$ cat config.mk
export PLATFORM = sky130hd
export DESIGN_NAME = fifo_wr_arbiter_flat
export DESIGN_NICKNAME = d
export VERILOG_FILES = /design/src/rtl/fifo_wr_arbiter_if.sv /design/src/rtl/fifo_wr_arbiter.sv /design/src/flat_wrapper.sv
export SDC_FILE = /design/constraint.sdc
export NUM_CORES = 1
export LEC_CHECK = 0
export CORE_AREA = 4 4 57 59
export DETAILED_ROUTE_END_ITERATION = 8
export DIE_AREA = 0 0 61 63
export GPL_TIMING_DRIVEN = 0
export PLACE_DENSITY = 0.73
export SLEW_MARGIN = 15
export SYNTH_ARGS = -nofsm -noshare
export SYNTH_HDL_FRONTEND = slang
export SYNTH_SLANG_ARGS = --single-unit
$ cat constraint.sdc
create_clock -name wclk -period 1.9 [get_ports wclk]
set_clock_uncertainty 0.2 [all_clocks]
set_input_delay 0.19 -clock wclk [delete_from_list [all_inputs] [get_ports wclk]]
set_output_delay 0.19 -clock wclk [all_outputs]
set_load 0.05 [all_outputs]
$ cat src/rtl/fifo_wr_arbiter_if.sv
// Write-port bundle between the producers, the arbiter and the FIFO write side.
interface fifo_wr_arbiter_if #(
  parameter int NUM_REQ    = 4,
  parameter int DATA_WIDTH = 8
);
  localparam int IDW = $clog2(NUM_REQ);

  logic [NUM_REQ-1:0]            req_valid;
  logic [NUM_REQ*DATA_WIDTH-1:0] req_data;
  logic [NUM_REQ-1:0]            req_ready;
  logic                          fifo_full;
  logic                          w_en;
  logic [DATA_WIDTH-1:0]         data_in;
  logic                          grant_valid;
  logic [IDW-1:0]                grant_id;

  modport master (
    output req_valid, req_data, fifo_full,
    input  req_ready, w_en, data_in, grant_valid, grant_id
  );

  modport slave (
    input  req_valid, req_data, fifo_full,
    output req_ready, w_en, data_in, grant_valid, grant_id
  );
endinterface

$ cat src/rtl/fifo_wr_arbiter.sv
// Round-robin, burst-granting arbiter sharing one async-FIFO write port.
//   state | meaning
//   IDLE  | no owner; search req_valid from rr_ptr for the next winner
//   BURST | grant_id owns the port for up to MAX_BURST beats
module fifo_wr_arbiter #(
  parameter int NUM_REQ    = 4,
  parameter int DATA_WIDTH = 8,
  parameter int MAX_BURST  = 4
) (
  input  logic               wclk,
  input  logic               wrst_n,
  fifo_wr_arbiter_if.slave   bus
);
  localparam int IDW = $clog2(NUM_REQ);
  localparam int BCW = $clog2(MAX_BURST + 1);

  typedef enum logic {IDLE, BURST} state_t;

  state_t           state_q, state_d;
  logic [IDW-1:0]   rr_ptr_q, rr_ptr_d;
  logic [IDW-1:0]   grant_id_q, grant_id_d;
  logic [BCW-1:0]   beat_cnt_q, beat_cnt_d;

  logic                  found;
  logic [IDW-1:0]        win_id;
  logic [IDW-1:0]        cand;
  logic                  sel_valid;
  logic [DATA_WIDTH-1:0] sel_data;
  logic [IDW-1:0]        next_ptr;
  logic                  xfer;
  logic [NUM_REQ-1:0]    ready_c;
  logic [DATA_WIDTH-1:0] data_c;
  logic                  grant_valid_c;

  always_comb begin
    found  = 1'b0;
    win_id = '0;
    cand   = '0;
    for (int k = 0; k < NUM_REQ; k++) begin
      cand = IDW'((int'(rr_ptr_q) + k) % NUM_REQ);
      if (!found && bus.req_valid[cand]) begin
        found  = 1'b1;
        win_id = cand;
      end
    end
  end

  always_comb begin
    sel_data  = '0;
    sel_valid = bus.req_valid[grant_id_q];
    for (int i = 0; i < NUM_REQ; i++) begin
      if (grant_id_q == IDW'(i)) sel_data = bus.req_data[i*DATA_WIDTH +: DATA_WIDTH];
    end
    next_ptr = (grant_id_q == IDW'(NUM_REQ - 1)) ? '0 : grant_id_q + 1'b1;
  end

  always_comb begin
    state_d       = state_q;
    rr_ptr_d      = rr_ptr_q;
    grant_id_d    = grant_id_q;
    beat_cnt_d    = beat_cnt_q;
    xfer          = 1'b0;
    ready_c       = '0;
    data_c        = '0;
    grant_valid_c = 1'b0;
    case (state_q)
      IDLE: begin
        if (found) begin
          grant_id_d = win_id;
          beat_cnt_d = '0;
          state_d    = BURST;
        end
      end
      BURST: begin
        grant_valid_c       = 1'b1;
        data_c              = sel_data;
        xfer                = sel_valid & ~bus.fifo_full;
        ready_c[grant_id_q] = xfer;
        // Dropping valid releases the port even while the FIFO is full.
        if (!sel_valid || (xfer && beat_cnt_q == BCW'(MAX_BURST - 1))) begin
          state_d    = IDLE;
          rr_ptr_d   = next_ptr;
          beat_cnt_d = '0;
        end else if (xfer) begin
          beat_cnt_d = beat_cnt_q + 1'b1;
        end
      end
      default: state_d = IDLE;
    endcase
  end

  always_ff @(posedge wclk or negedge wrst_n) begin
    if (!wrst_n) begin
      state_q    <= IDLE;
      rr_ptr_q   <= '0;
      grant_id_q <= '0;
      beat_cnt_q <= '0;
    end else begin
      state_q    <= state_d;
      rr_ptr_q   <= rr_ptr_d;
      grant_id_q <= grant_id_d;
      beat_cnt_q <= beat_cnt_d;
    end
  end

  assign bus.req_ready   = ready_c;
  assign bus.w_en        = xfer;
  assign bus.data_in     = data_c;
  assign bus.grant_valid = grant_valid_c;
  assign bus.grant_id    = grant_id_q;
endmodule

$ cat src/flat_wrapper.sv
// flat-port wrapper written by rule: the top's interface ports become plain ports
module fifo_wr_arbiter_flat 
#(
  parameter int NUM_REQ    = 4,
  parameter int DATA_WIDTH = 8,
  parameter int MAX_BURST  = 4
)
  (wclk, wrst_n, bus_req_valid, bus_req_data, bus_fifo_full, bus_req_ready, bus_w_en, bus_data_in, bus_grant_valid, bus_grant_id);
  fifo_wr_arbiter_if #(.NUM_REQ(NUM_REQ), .DATA_WIDTH(DATA_WIDTH)) bus_i ();
  input  logic wclk;
  input  logic wrst_n;
  input wire logic [$bits(bus_i.req_valid)-1:0] bus_req_valid;
  input wire logic [$bits(bus_i.req_data)-1:0] bus_req_data;
  input wire logic [$bits(bus_i.fifo_full)-1:0] bus_fifo_full;
  output wire logic [$bits(bus_i.req_ready)-1:0] bus_req_ready;
  output wire logic [$bits(bus_i.w_en)-1:0] bus_w_en;
  output wire logic [$bits(bus_i.data_in)-1:0] bus_data_in;
  output wire logic [$bits(bus_i.grant_valid)-1:0] bus_grant_valid;
  output wire logic [$bits(bus_i.grant_id)-1:0] bus_grant_id;
  assign bus_i.req_valid = bus_req_valid;
  assign bus_i.req_data = bus_req_data;
  assign bus_i.fifo_full = bus_fifo_full;
  assign bus_req_ready = bus_i.req_ready;
  assign bus_w_en = bus_i.w_en;
  assign bus_data_in = bus_i.data_in;
  assign bus_grant_valid = bus_i.grant_valid;
  assign bus_grant_id = bus_i.grant_id;
  fifo_wr_arbiter #(.NUM_REQ(NUM_REQ), .DATA_WIDTH(DATA_WIDTH), .MAX_BURST(MAX_BURST)) u_core (.wclk(wclk), .wrst_n(wrst_n), .bus(bus_i));
endmodule
==> results.md <==
* Total power per unit cell area at 1723 mW/mm2
* Initial antenna violation count at 0
* Maximum achievable frequency at 440.4 MHz
* Highest fanout seen on the critical path at 5
* Predominant post-synthesis flop cell: dfrtp_1
* Largest vdd supply drop at 0.001422 V
* Clock tree root buffer cell: clkbuf_4
* Ratio of final minimum period to clock period at 1.195
* XOR/XNOR share of the synthesized area at 0
* Nature of the critical path endpoint: output pin
* Final Wtd Congestion at 0.7774
* Effective utilization at floorplan at 0.3107
* RSZ-0062 raised after global routing: true
* Worst setup path class: reg -> out
* Remaining number of nets flagged by the antenna check after routing at 0
* Warnings, synthesis at 0
* Overall Global Routing Usage at 0.1658
* Utilization after layout at 0.6408
* Leakage at ~0.77 nW
* Worst Hold Class: reg -> reg
* Fillers at 226
* Average routed wire per standard cell at roughly 17 um
* Non-filler cells in the finished layout at between 150 and 200
* Routed vias/inst at 5.459
* Worst Path Required at 1510 ps
* Die X at 61 um
* Min Tclk post-route at ~2300 ps
* Setup violators final at 17
* Count of input and output buffers at 54
* Source-to-sink clock delay at the later pin of the worst-skew pair at roughly 260 ps
* Synth Instances at 91
* Reg power frac at 0.116
* Site row count at 19
* Net count of the finished layout at about 210
* Post-Synth Simple-Gate Area at 0.2511
* Mapped cell area at 842.1 um2
* Detailed-router iteration count before antenna repair at 4
* Post-Syn Area per Cell at roughly 9.3 um2
* Outcome: finished with violations
* CTS Buf Count at 3
* Net load switching power at approximately 0.0015 W
* Total number of clock tree sinks at 8
* Leading cell types in the layout, fill and taps excluded: 38 x clkdlybuf4s50_1, 12 x buf_6, 11 x nand2b_1
* Maximum number of pins on one net before global-route repair at 11
* Worst Setup Slack, final at -370.6 ps
* Mux share of post-synthesis cell area at 0.05349
* GRT overflow at 0
* Flip-flop and latch count after synthesis at 8
* Compound-gate portion of the synthesized area at 0.3269
* Sequential area share after synthesis at 0.2377
* Number of nets produced by synthesis at about 140
* Placed wire-length estimate at 2397 um
* Main combinational cell family by area after synthesis: compound AO/OA/AOI/OAI gates
* CTS tree: yes
* Share of synthesized cell area in full adder, half adder and majority cells at 0.08915
* CTS clk-pin slew, worst paths at 60 ps
* Number of top-level pins at 55
* Count of antenna diodes in the layout at 0
* Arrival time of the worst setup path at roughly 1900 ps
* Share of synthesized flip-flops with an asynchronous set or reset at 1.000
* Tightest slew margin relative to the limit at 0.4949
* Max-cap violations at 0
* Global-route wire length before repair at 4981 um
* Fraction of final layout cells with drive strength greater than 1 at 0.3804
* Combinational fraction of design power at 0.838
* Number of H-tree branching levels at 1
* Internal Pwr Total at ~0.0015 W
* Die area at 0.003843 mm2
* Cell count after placement at 176
* Placeable core region at 0.002710 mm2
* Routed vias at 1059
* EDFF count, synth at 0
* Number of DRC violations after detailed-routing iteration 0 at 66
* Switching fraction of total power at 0.4959
* Hold violation total from the final report at 0
* Commonest non-fill, non-tap cell in the layout: clkdlybuf4s50_1
* Die Span Y at 63 um
* Clock share of power at 0.045
* DRC at 0
* Wire length reported by the detailed router at approximately 3200 um
* Type of element launching the critical path: flip-flop
* Pin slew with the least headroom to its limit at 750.7 ps
* Maximum number of buffers from clock root to sink at 2
* Number of global-route vias before repair at 1106
* Cell variety after synth at 32
* Area growth, synth to finish at 106.2%
* Final slew viol count at 0
* Violations in the final reports: negative setup slack
-- area by class of cell --
type / instances / area, um2 / share of cell area
buffer: 2 / 18.77 / 0.01081
inverter: 6 / 25.02 / 0.01441
tap: 31 / 38.79 / 0.02233
multi-input combinational: 74 / 704.4 / 0.4056
timing repair buffer: 69 / 720.7 / 0.4150
sequential: 8 / 202.7 / 0.1167
clock buffer: 4 / 26.28 / 0.01513
-- metal layers --
metal	up-vias	routed length, um	global-route usage
met5	-	0	0
met4	0	38	0.05962
met3	6	365	0.04339
met2	61	1560	0.2834
met1	493	1251	0.1920
li1	499	-	-
-- path summary, 6_finish.rpt --
path / start / endpoint / slack, ps / depth (start not counted)
max: u_core.bus.grant_id[0]$_DFFE_PN0P_ / bus_data_in[3] / -370 / 6
min: u_core.beat_cnt_q[2]$_DFFE_PN0P_ / u_core.beat_cnt_q[2]$_DFFE_PN0P_ / 310 / 1
max reg2reg: u_core.bus.grant_id[0]$_DFFE_PN0P_ / u_core.beat_cnt_q[1]$_DFFE_PN0P_ / -150 / 6
min reg2reg: u_core.beat_cnt_q[2]$_DFFE_PN0P_ / u_core.beat_cnt_q[2]$_DFFE_PN0P_ / 310 / 1
max in group asynchronous: wrst_n / u_core.bus.grant_id[1]$_DFFE_PN0P_ / 700 / 2
min in group asynchronous: wrst_n / u_core.rr_ptr_q[1]$_DFFE_PN0P_ / 540 / 2
-- Yosys cell counts, types with 5 or more instances --
library cell	n	area share
a32o_1	8	0.095
nor2_1	5	0.022
dfrtp_1	8	0.24
nor2b_1	5	0.037
inv_1	6	0.027
nand2b_1	11	0.082
ha_1	6	0.089
a221o_1	8	0.095
and2_1	6	0.045
-- flip-flops by register name, summed over array words and instances, names as in the netlist --
name / count
u_core.beat_cnt_q: 3
u_core.bus.grant_id: 2
u_core.rr_ptr_q: 2
u_core.state_q: 1
-- power groups by stage --
stage	combinational [W]	sequential, W	clock, W
after floorplan	0.00128	0.000430	0
after global placement	0.00193	0.000343	0
after detailed placement	0.00197	0.000349	0
after CTS	0.00233	0.000340	0.000143
after global routing	0.00266	0.000361	0.000155
final	0.00251	0.000348	0.000136
-- metrics by stage --
step                setup WS, ps  setup TNS [ps]  instance area, um2  hold slack (ps)  total power, W
finish                    -370.6           -5043                1737            314.4        0.002993
global route              -434.1           -5979                1737            353.1        0.003171
CTS                       -386.6           -4555                1640            316.0        0.002811
detailed placement        -953.6          -11570                1453            280.1        0.002318
global placement          -919.0          -11080                1453            271.6        0.002275
floorplan                 -409.6           -3819               873.3           -305.6        0.001712
-- cells by family (layout without fill, tap and decap cells) --
group,Yosys count,in the layout
AND/OR/NAND/NOR,34,34
AO/OA/AOI/OAI,31,31
flip-flops,8,8
adder cells (fa/ha/maj),6,6
multiplexers,3,3
buffers and inverters,9,81
-- critical path, cell delays in order (launching register included) --
cell     delay [ps]
dfrtp_2         450
buf_6           130
ha_4            170
buf_6           130
a221o_1         320
a32o_2          280
buf_8           150
-- what timing repair did --
action	4_1_cts	5_1_grt
hold endpoints to repair	4	0
setup endpoints to repair	16	17
gates resized for setup	112	14
pin swaps	4	9
cloned	1	0
buffers inserted	8	5
hold buffers	1	0
(Power assumes the default switching activity.)
